## src/rtl/serial_full_subtractor_if.sv

```systemverilog
// ---------------------------------------------------------------------------
// Module   : serial_full_subtractor_if
// Purpose  : Request/result bundle for the bit-serial subtractor.
// Revision : 1.0 - initial release
// Signals  :
//   start     master->slave  request, honoured only when the slave is idle
//   x, y      master->slave  minuend / subtrahend (WIDTH bits)
//   b0        master->slave  borrow-in
//   busy      slave->master  operation in progress
//   dbit      slave->master  serial difference bit of this cycle
//   dbit_vld  slave->master  dbit is valid
//   done      slave->master  one-cycle pulse, d/b_out final
//   d, b_out  slave->master  held difference and final borrow
// ---------------------------------------------------------------------------
`default_nettype none

interface serial_full_subtractor_if #(
  parameter int WIDTH = 8
) ();
  logic             start;
  logic [WIDTH-1:0] x;
  logic [WIDTH-1:0] y;
  logic             b0;
  logic             busy;
  logic             dbit;
  logic             dbit_vld;
  logic             done;
  logic [WIDTH-1:0] d;
  logic             b_out;

  modport master (
    output start, x, y, b0,
    input  busy, dbit, dbit_vld, done, d, b_out
  );

  modport slave (
    input  start, x, y, b0,
    output busy, dbit, dbit_vld, done, d, b_out
  );
endinterface

`default_nettype wire

```

## src/rtl/serial_full_subtractor.sv

```systemverilog
// ---------------------------------------------------------------------------
// Module   : serial_full_subtractor
// Purpose  : Bit-serial subtractor, D = X - Y - B0 (mod 2^WIDTH), LSB first,
//            one full-subtractor step per clock with a registered borrow.
// Revision : 1.0 - initial release
// Ports    :
//   clk_i   in   rising-edge clock
//   rst_ni  in   synchronous active-low reset
//   bus_if  slave modport of serial_full_subtractor_if (request + results)
// ---------------------------------------------------------------------------
`default_nettype none

module serial_full_subtractor #(
  parameter int WIDTH = 8
) (
  input  logic                      clk_i,
  input  logic                      rst_ni,
  serial_full_subtractor_if.slave   bus_if
);

  localparam int            CW   = (WIDTH > 1) ? $clog2(WIDTH) : 1;
  localparam logic [CW-1:0] LAST = CW'(WIDTH - 1);

  typedef enum logic [1:0] {
    IDLE  = 2'd0,
    SHIFT = 2'd1,
    FIN   = 2'd2
  } state_t;

  state_t           state_q;
  logic [WIDTH-1:0] xs_q;
  logic [WIDTH-1:0] ys_q;
  // Only WIDTH-1 partial bits are kept; the final bit joins them on the
  // last shift step, straight into the held result.
  logic [WIDTH-2:0] res_q;
  logic [CW-1:0]    cnt_q;
  logic             borrow_q;
  logic             busy_q;
  logic             vld_q;
  logic             done_q;
  logic [WIDTH-1:0] d_q;
  logic             bout_q;

  logic             diff_d;
  logic             borrow_d;
  logic [WIDTH-1:0] res_d;

  // One full-subtractor step on the current LSBs.
  assign diff_d   = xs_q[0] ^ ys_q[0] ^ borrow_q;
  assign borrow_d = (~xs_q[0] & ys_q[0]) | (~(xs_q[0] ^ ys_q[0]) & borrow_q);
  assign res_d    = {diff_d, res_q};

  always_ff @(posedge clk_i) begin
    if (!rst_ni) begin
      state_q  <= IDLE;
      xs_q     <= '0;
      ys_q     <= '0;
      res_q    <= '0;
      cnt_q    <= '0;
      borrow_q <= 1'b0;
      busy_q   <= 1'b0;
      vld_q    <= 1'b0;
      done_q   <= 1'b0;
      d_q      <= '0;
      bout_q   <= 1'b0;
    end else begin
      case (state_q)
        // FIN accepts a new request exactly like IDLE for back-to-back use.
        IDLE, FIN: begin
          done_q <= 1'b0;
          if (bus_if.start) begin
            xs_q     <= bus_if.x;
            ys_q     <= bus_if.y;
            borrow_q <= bus_if.b0;
            cnt_q    <= '0;
            busy_q   <= 1'b1;
            vld_q    <= 1'b1;
            state_q  <= SHIFT;
          end else begin
            state_q  <= IDLE;
          end
        end
        SHIFT: begin
          borrow_q <= borrow_d;
          xs_q     <= xs_q >> 1;
          ys_q     <= ys_q >> 1;
          res_q    <= res_d[WIDTH-1:1];
          cnt_q    <= cnt_q + CW'(1);
          if (cnt_q == LAST) begin
            d_q     <= res_d;
            bout_q  <= borrow_d;
            busy_q  <= 1'b0;
            vld_q   <= 1'b0;
            done_q  <= 1'b1;
            state_q <= FIN;
          end
        end
        default: begin
          busy_q  <= 1'b0;
          vld_q   <= 1'b0;
          done_q  <= 1'b0;
          state_q <= IDLE;
        end
      endcase
    end
  end

  assign bus_if.busy     = busy_q;
  assign bus_if.dbit_vld = vld_q;
  // Gated so the tap reads 0 outside SHIFT rather than a stale borrow.
  assign bus_if.dbit     = vld_q & diff_d;
  assign bus_if.done     = done_q;
  assign bus_if.d        = d_q;
  assign bus_if.b_out    = bout_q;

endmodule

`default_nettype wire

```

## src/flat_wrapper.sv

```systemverilog
// flat-port wrapper written by rule: the top's interface ports become plain ports
module serial_full_subtractor_flat 
#(
  parameter int WIDTH = 8
)
  (clk_i, rst_ni, bus_if_start, bus_if_x, bus_if_y, bus_if_b0, bus_if_busy, bus_if_dbit, bus_if_dbit_vld, bus_if_done, bus_if_d, bus_if_b_out);
  serial_full_subtractor_if #(.WIDTH(WIDTH)) bus_if_i ();
  input  logic clk_i;
  input  logic rst_ni;
  input wire logic [$bits(bus_if_i.start)-1:0] bus_if_start;
  input wire logic [$bits(bus_if_i.x)-1:0] bus_if_x;
  input wire logic [$bits(bus_if_i.y)-1:0] bus_if_y;
  input wire logic [$bits(bus_if_i.b0)-1:0] bus_if_b0;
  output wire logic [$bits(bus_if_i.busy)-1:0] bus_if_busy;
  output wire logic [$bits(bus_if_i.dbit)-1:0] bus_if_dbit;
  output wire logic [$bits(bus_if_i.dbit_vld)-1:0] bus_if_dbit_vld;
  output wire logic [$bits(bus_if_i.done)-1:0] bus_if_done;
  output wire logic [$bits(bus_if_i.d)-1:0] bus_if_d;
  output wire logic [$bits(bus_if_i.b_out)-1:0] bus_if_b_out;
  assign bus_if_i.start = bus_if_start;
  assign bus_if_i.x = bus_if_x;
  assign bus_if_i.y = bus_if_y;
  assign bus_if_i.b0 = bus_if_b0;
  assign bus_if_busy = bus_if_i.busy;
  assign bus_if_dbit = bus_if_i.dbit;
  assign bus_if_dbit_vld = bus_if_i.dbit_vld;
  assign bus_if_done = bus_if_i.done;
  assign bus_if_d = bus_if_i.d;
  assign bus_if_b_out = bus_if_i.b_out;
  serial_full_subtractor #(.WIDTH(WIDTH)) u_core (.clk_i(clk_i), .rst_ni(rst_ni), .bus_if(bus_if_i));
endmodule
```

## config.mk

```make
export PLATFORM = sky130hd
export DESIGN_NAME = serial_full_subtractor_flat
export DESIGN_NICKNAME = d
export VERILOG_FILES = /design/src/rtl/serial_full_subtractor_if.sv /design/src/rtl/serial_full_subtractor.sv /design/src/flat_wrapper.sv
export SDC_FILE = /design/constraint.sdc
export NUM_CORES = 1
export LEC_CHECK = 0
export CORE_MARGIN = 2
export CORE_UTILIZATION = 45
export DETAILED_ROUTE_END_ITERATION = 8
export PLACE_DENSITY = 0.78
export SYNTH_ARGS = -nofsm -noshare
export SYNTH_HDL_FRONTEND = slang
export SYNTH_SLANG_ARGS = --single-unit
```

## constraint.sdc

```tcl
create_clock -name clk_i -period 2.1 [get_ports clk_i]
set_input_delay 0.42 -clock clk_i [delete_from_list [all_inputs] [get_ports clk_i]]
set_output_delay 0.42 -clock clk_i [all_outputs]
set_load 0.01 [all_outputs]
```

==> flow_metrics.tcl <==
set metrics [dict create \
    maxCapViolCount 0 \
    netlist_area_um2 1650 \
    p_leak_uw 0.000733 \
    dp_hpwl_mm 2.07 \
    async_reset_ff_frac 0 \
    fillCellCount 342 \
    initialDrtViolationCount 71 \
    synth-seq-area-share 0.484 \
    drc 0 \
    min_path_type "reg -> reg" \
    grt_usage 0.172 \
    power_density_nw_per_um2 815 \
    final-hold-violation-count 0 \
    yosys_warnings 0 \
    synth_seq_cells 40 \
    slowest_stage "fa_1" \
    overflow 0 \
    synth-main-ff-cell "dfxtp_1" \
    ant_nets 0 \
    clk_pin_slew_ns 0.07 \
    drt-total-wl_mm 3.13 \
    min_period_ns 2.00 \
    crit_family "adder cells" \
    slew_viol_final 0 \
    final_area_um2 2080 \
    fmax_ghz 0.499 \
    cp-end-kind "primary output" \
    start_kind "flip-flop" \
    htree_num_levels 2 \
    cp_max_fo 2 \
    setup_tns_ns 0 \
    coreArea_um2 3610 \
    routedWlPerCell_um 11.4 \
    nets 249 \
    fin_worst_skew_ns 0.00240 \
    area_delta_synth_final_pct 25.6 \
    gp_congestion 0.719 \
    yosysMostFrequentCell "nand2_1" \
    post_dp_cell_area_um2 1950 \
    grt_max_degree 26 \
    via_count 1402 \
    setup_viol 0 \
    numCtsBuffers 5 \
    clk_latency_ns 0.29 \
    crit_chain "inv_1 > fa_1 > and2_1 > clkdlybuf4s15_1" \
    ir_drop_mv 0.356 \
    cts_buffer_depth 2 \
    syn_nets 220 \
    worstSetupPathType "reg -> out" \
    dieArea_um2 4180 \
    critPathArrivalTime_ns 1.58 \
    port-buffer-count 32 \
    grt_pass1_wl_mm 5.61 \
    cts.sinks 40 \
    synth.distinct_cells 30 \
    critPathMaxStageDelay_ns 0.55 \
    drive_gt1_frac 0.0925 \
    run_status "completed" \
    relSlewSlack 0.632 \
    firstDrtPassIters 4 \
    fp.dieW_um 64.6 \
    antenna_found_initial 0 \
    rows 22 \
    start_util 0.459 \
    netlist.area_leader.share 0.484 \
    synthTopCellsByCount "54 x nand2_1, 40 x dfxtp_1, 21 x a21oi_1" \
    ios 33 \
    synth.avg_cell_area_um2 8.40 \
    synth_edf_count 0 \
    path_buf_inv 2 \
    chipHeight_um 64.6 \
    cts_tree "done" \
    grt_pass1_vias 1323 \
    tightest_slew_ns 0.551 \
    synth_area_leaders "dfxtp_1 48%, nand2_1 12%, a21oi_1 6.4%" \
    synth_top_area_cell "dfxtp_1" \
    antenna_cells 0 \
    syn_inst 197 \
    cts_hold_buffers 0 \
    cts-root-buf "clkbuf_8" \
    cts_setup_buffers 0 \
    rsz0062_at_grt "no" \
    worstPathRequired_ns 1.68 \
    period_share 0.954 \
    avgViaCountPerCell 5.10 \
]
==> report_power, final <==
part	internal (uW)	switching [uW]	leakage, uW
Clock	419	257	0.0000645
Combinational	95.2	104	0.000342
Sequential	797	20.8	0.000327
Total	1310	382	0.000733
==> final timing paths <==
path	start	endpoint	slack [ns]	cells past startpoint
min reg2reg	u_core.bus_if.d[4]	u_core.bus_if.d[4]	0.45	2
max reg2reg	u_core.cnt_q[0]	u_core.bus_if.d[2]	0.46	5
min	u_core.bus_if.d[4]	u_core.bus_if.d[4]	0.45	2
max	u_core.ys_q[0]	bus_if_dbit	0.1	4
==> per-stage QoR <==
step,total power [uW],setup slack (ns),util,hold WS [ns],std cells
after floorplan,970,0.581,-,0.434,197
after global placement,1030,0.144,0.541,0.443,267
after detailed placement,1040,0.116,0.541,0.448,267
after CTS,1710,0.0570,0.576,0.456,275
after global routing,1770,0.00986,0.576,0.481,275
final,1690,0.0973,0.576,0.455,275
==> worst register-to-register path, stage by stage (launching register included) <==
cell	delay [ns]
dfxtp_1	0.35
ha_1	0.16
ha_1	0.50
nand3b_2	0.28
nand2_1	0.14
a21oi_1	0.07
==> flip-flops by register name, indices dropped and copies added, names as in the netlist <==
name and flops:
u_core.state_q 2, u_core.res_q 7, u_core.ys_q 8, u_core.xs_q 8, u_core.bus_if.busy 1, u_core.bus_if.b_out 1, u_core.cnt_q 3, u_core.bus_if.done 1
u_core.borrow_q 1, u_core.bus_if.d 8
==> layout make-up <==
cell class / instances / area [um2] / area share
Sequential cell: 40 / 801 / 0.386
Multi-Input combinational cell: 138 / 713 / 0.343
Timing Repair Buffer: 38 / 365 / 0.176
Clock buffer: 7 / 96.3 / 0.0464
Tap cell: 48 / 60.1 / 0.0289
Clock inverter: 1 / 30.0 / 0.0145
Inverter: 3 / 11.3 / 0.00542
==> kinds of logic after synthesis <==
family,synth area share
AND/OR/NAND/NOR,0.210
AO/OA/AOI/OAI,0.194
flip-flops,0.484
buffers and inverters,0.0847
adder cells (fa/ha/maj),0.0272
==> layer usage <==
metal | global-route usage | share of wire
met1 | 0.196 | 0.46
met5 | 0 | 0
met4 | 0.0798 | 0.023
met2 | 0.299 | 0.48
met3 | 0.0469 | 0.036
==> placed cells by master (no fill, tap or decap), types with 2 or more instances in the layout <==
master and instances:
buf_4 6, a21oi_1 21, dfxtp_1 40, clkbuf_8 7, ha_1 2, nor2_1 4
inv_1 2, clkdlybuf4s50_1 31, a21oi_2 2, nand3_1 13, nand2_1 54, a31oi_1 14
o21ai_0 16
==> what timing repair did <==
item | in CTS | in global routing
cloned | 0 | 0
gates resized for setup | 1 | 1
setup endpoints to repair | 1 | 1
pin swaps | 0 | 0
Power figures use the tool's default switching activity.
==> RTL edit 1: new RTL, same flow settings <==
`WIDTH` is set to 8 in 3 places; all go to 4.
--- a/src/rtl/serial_full_subtractor_if.sv
+++ b/src/rtl/serial_full_subtractor_if.sv
@@ -16,5 +16,5 @@
 
 interface serial_full_subtractor_if #(
-  parameter int WIDTH = 8
+  parameter int WIDTH = 4
 ) ();
   logic             start;
--- a/src/rtl/serial_full_subtractor.sv
+++ b/src/rtl/serial_full_subtractor.sv
@@ -12,5 +12,5 @@
 
 module serial_full_subtractor #(
-  parameter int WIDTH = 8
+  parameter int WIDTH = 4
 ) (
   input  logic                      clk_i,
--- a/src/flat_wrapper.sv
+++ b/src/flat_wrapper.sv
@@ -2,5 +2,5 @@
 module serial_full_subtractor_flat 
 #(
-  parameter int WIDTH = 8
+  parameter int WIDTH = 4
 )
   (clk_i, rst_ni, bus_if_start, bus_if_x, bus_if_y, bus_if_b0, bus_if_busy, bus_if_dbit, bus_if_dbit_vld, bus_if_done, bus_if_d, bus_if_b_out);
Ports: changed (resized bus_if_d, bus_if_x and bus_if_y); port bits go from 33 to 21. No check against the original RTL was run, so the function may have changed too.
==> RTL edit 1 against the original RTL <==
Via count is 44% lower. Combinational power is 41% lower. Final area is 45% lower. Setup slack better by 0.051 ns. Power is 53% lower. Sequential cell count is 17 lower. Routed wire length is 45% lower. Synthesized area is 44% lower. Utilization is 0.95 points higher. Largest power group unchanged.
==> RTL edit 1: results <==
power_and_ir_drop:
  p_sw_share_pct: 25.8
  peakVddDrop_mv: 0.358
  leakage_nw: 0.409
worst_setup_path:
  critPathSlowestCell: "fa_1"
  arrival_ns: 1.53
  cpPeakStageDelay_ns: 0.57
  critPathMaxFanout: 3
min_path:
  hp-class: "flop to flop"
cells_and_area:
  diodes: 0
  final_layout_size_suffix_gt1_share_pct: 6.98
  multi_input_gates: 78
  layout.nets: 144
  multi_input_area_um2: 412
  nFillCells: 199
  seqCellArea_um2: 462
  bufAreaShareNonClock_pct: 17.6
  clock_area_share_pct: 2.40
  clock_buffers: 3
  buffers: 21
synth:
  synthMuxAreaShare_pct: 0
  synthFlopType: "dfxtp_1"
  yosysSeqAreaShare_pct: 49.4
  synth_compound_area_share_pct: 18.0
  syn-num-nets: 126
  synth_cell_types: 25
  synth_xor_area_share_pct: 0
  synthTopCellsByCount: "25 x nand2_1, 23 x dfxtp_1, 14 x a21oi_1, 9 x nand3_1, 7 x o21ai_0"
  synthAdderAreaFrac_pct: 3.49
  synth_warnings: 0
  synthArstFlopShare_pct: 0
  synth.area.top_cells: "dfxtp_1 49%, nand2_1 10%, a21oi_1 7.5%"
route:
  first_pass_iters: 4
  routed_wl_um: 1720
  vias: 787
  antenna_left: 0
  drtIter0Drc: 6
  wl_met3_um: 82
  drt-met1-wl_um: 776
  dr_wl_met2_um: 843
global_routing:
  grt_antenna_before_repair: 0
  grt_pass1_wl_um: 2980
  grt_pass1_vias: 715
  track_usage_pct: 15.3
  grt_max_degree: 24
run_status:
  status: "finished clean"
place:
  gp_congestion: 0.761
  pre_cts_slack_ns: 0.0782
  port_buffers: 20
  dp.final_hpwl_um: 1290
clocking:
  htreeDepth: 1
  clock-root-buffer: "clkbuf_4"
  cts_sinks: 23
  max-clock-path-buffers: 2
  clock_latency_ns: 0.31
  path_clk_slew_ns: 0.12
sta:
  slew_headroom_pct: 51.3
  clock_skew_ns: 0.00269
## RTL edit 1: logic make-up after synthesis
family / count (synthesis)
and+or+nand+nor: 46
buffers and inverters: 11
AOI/OAI and AO/OA: 30
DFF: 23
adders and majority gates: 2
## RTL edit 1: power groups by stage
stage / Clock [mW] / Sequential (mW) / Combinational, mW
after global placement: 0 / 0.482 / 0.118
after CTS: 0.203 / 0.474 / 0.120
after global routing: 0.223 / 0.479 / 0.132
after floorplan: 0 / 0.481 / 0.0808
after detailed placement: 0 / 0.484 / 0.121
final: 0.201 / 0.474 / 0.118
## RTL edit 1: worst paths after layout
check | cells after the start | from | slack (ns) | end
worst max-delay path | 4 | u_core.borrow_q | 0.15 | bus_if_dbit
worst min-delay path | 2 | u_core.bus_if.d[3] | 0.47 | u_core.bus_if.d[3]
worst max register to register | 3 | u_core.state_q[1] | 0.73 | u_core.ys_q[1]
worst min register to register | 2 | u_core.bus_if.d[3] | 0.47 | u_core.bus_if.d[3]
## RTL edit 1: per-stage QoR
step,cells,util (%),area [um^2],hold slack (ns),total power [mW]
after global placement,152,57.3,1120,0.443,0.600
after CTS,156,58.7,1150,0.473,0.797
after floorplan,112,-,932,0.437,0.562
final,156,58.5,1150,0.468,0.793
after global routing,156,58.5,1150,0.494,0.834
after detailed placement,152,57.3,1120,0.456,0.604
## RTL edit 1: timing repair
| item | CTS | global route |
|---|---|---|
| pin swaps | 0 | 1 |
| setup buffers | 0 | 0 |
| hold buffers | 0 | 0 |
| gates resized for setup | 1 | 3 |
| endpoints found under the setup margin | 1 | 1 |
## RTL edit 1: layer usage
| metal | GRT usage (%) | up-vias |
|---|---|---|
| met5 | 0 | - |
| met4 | 5.56 | 0 |
| met3 | 3.03 | 2 |
| met2 | 27.3 | 19 |
| met1 | 18.2 | 355 |
| li1 | - | 411 |
==> RTL edit 2: new RTL, same flow settings <==
Made on the original files. Re-encode `state_t` (3 states) as one-hot, 3 bits wide.
--- a/src/rtl/serial_full_subtractor.sv
+++ b/src/rtl/serial_full_subtractor.sv
@@ -22,8 +22,8 @@
   localparam logic [CW-1:0] LAST = CW'(WIDTH - 1);
 
-  typedef enum logic [1:0] {
-    IDLE  = 2'd0,
-    SHIFT = 2'd1,
-    FIN   = 2'd2
+  typedef enum logic [2:0] {
+    IDLE  = 3'b001,
+    SHIFT = 3'b010,
+    FIN   = 3'b100
   } state_t;
 
Check against the original RTL: no difference found for any inputs over 10 cycles, from zero or initial values and one cycle with rst_ni low; not proved beyond that.
==> RTL edit 2 against the original RTL <==
Fmax is 3.7% higher. Sequential cell count is 1 higher. Synthesized area is 9.6% higher. Setup slack better by 0.072 ns. Final area is 12% higher. Power is 5.7% higher. Routed wire length is 15% higher. Final cell count is 2.2% higher. Critical endpoint unchanged. Largest cell class is now multi-input combinational cells.
==> RTL edit 2: results <==
place:
  dpl-instance-area_um2: 2180
  dp.final_hpwl_um: 2490
  dp_cells: 272
  port_buffers: 32
  pre_cts_slack_ns: 0.0415
  gp_congestion: 0.763
synth:
  synthTopCellsByCount: "46 x nand2_1, 41 x dfxtp_1, 14 x o41ai_1, 11 x nor2_1, 10 x a21oi_1"
  synth.area.top_cells: "dfxtp_1 45%, nand2_1 9.5%, o41ai_1 6.8%"
  synth_compound_area_share_pct: 22.8
  synthArstFlopShare_pct: 0
  synth_warnings: 0
  synth_xor_area_share_pct: 0.966
  synth_cells: 199
  synthFlopType: "dfxtp_1"
  yosysSeqAreaShare_pct: 45.3
  synth_cell_types: 35
  synthAdderAreaFrac_pct: 2.48
  syn-num-nets: 222
  synthMuxAreaShare_pct: 4.42
power_and_ir_drop:
  leakage_nw: 0.833
  peakVddDrop_mv: 0.444
global_routing:
  grt_pass1_wl_um: 5980
  grt_pass1_vias: 1369
  grt_antenna_before_repair: 0
  grt_max_degree: 22
  track_usage_pct: 17.4
worst_setup_path:
  critPathMaxFanout: 2
  cpPeakStageDelay_ns: 0.58
  arrival_ns: 1.51
  critPathSlowestCell: "fa_1"
run_status:
  status: "finished clean"
route:
  drtIter0Drc: 101
  routed_wl_um: 3590
  wl_per_cell_um: 12.8
  first_pass_iters: 4
  vias: 1518
sta:
  clock_skew_ns: 0.00520
  worst_slew_pin_slew_ns: 0.567
cells_and_area:
  layout.nets: 253
  nFillCells: 344
  diodes: 0
  final_layout_size_suffix_gt1_share_pct: 14.3
  post-route-cell-area_um2: 2320
clocking:
  htreeDepth: 2
  cts_inserted_buffers: 5
  clock-root-buffer: "clkbuf_8"
  clock_latency_ns: 0.29
  max-clock-path-buffers: 2
  path_clk_slew_ns: 0.08
min_path:
  hp-class: "flop to flop"
-- RTL edit 2: cell types whose count changed after synthesis, moves of 7 or more --
cell	unedited run	this run
nand2_1	54	46
a31oi_2	0	9
o21ai_0	16	2
nor2_1	4	11
nand3_1	13	3
mux2i_1	0	8
clkbuf_1	2	9
a31oi_1	14	6
a21oi_1	21	10
o41ai_1	0	14
-- RTL edit 2: report_power, final --
part	internal, mW	leakage, nW	switching [mW]
sequential	0.815	0.335	0.0247
combinational	0.111	0.430	0.0989
clock	0.472	0.0681	0.267
total	1.40	0.833	0.391
-- RTL edit 2: final timing paths --
| check | start | slack [ns] | to | cells after the start |
|---|---|---|---|---|
| max | u_core.borrow_q | 0.17 | bus_if_dbit | 4 |
| min | u_core.res_q[0] | 0.46 | u_core.res_q[0] | 2 |
| max reg2reg | u_core.state_q[0] | 0.42 | u_core.xs_q[6] | 4 |
| min reg2reg | u_core.res_q[0] | 0.46 | u_core.res_q[0] | 2 |
-- RTL edit 2: cells by family (layout without fill, tap and decap cells) --
logic type | Yosys count | count (layout)
adders and majority gates | 3 | 3
and+or+nand+nor | 71 | 71
AOI/OAI and AO/OA | 52 | 52
xor gates and xnor gates | 2 | 2
buffers and inverters | 22 | 54
DFF | 41 | 41
muxes | 8 | 8
-- RTL edit 2: area by class of cell --
cell class / count / area share [%]
clock buffers: 5 / 2.97
clock inverters: 3 / 2.81
inverters: 3 / 0.486
multi-input cells: 136 / 38.5
flip-flops and latches: 41 / 35.4
well taps: 50 / 2.70
repair buffers: 43 / 17.2
-- RTL edit 2: worst max-delay path: cells and delay by family, from the launching register on --
family	cells	cell delay [ns]
buffers and inverters	2	0.18
adders and majority gates	1	0.58
and+or+nand+nor	1	0.13
DFF	1	0.33
-- RTL edit 2: routing by layer --
metal	GRT usage, %	up-vias	part of all wire [%]
met5	0	-	0
li1	-	768	-
met3	4.00	4	3.9
met1	22.3	719	46
met4	6.12	0	0.86
met2	28.6	27	49
-- RTL edit 2: timing repair --
item	4_1_cts	5_1_grt
buffers inserted	1	0
pin swaps	1	0
gates resized for setup	1	2
hold buffers	0	0
setup endpoints to repair	1	1
endpoints found under the hold margin	0	0
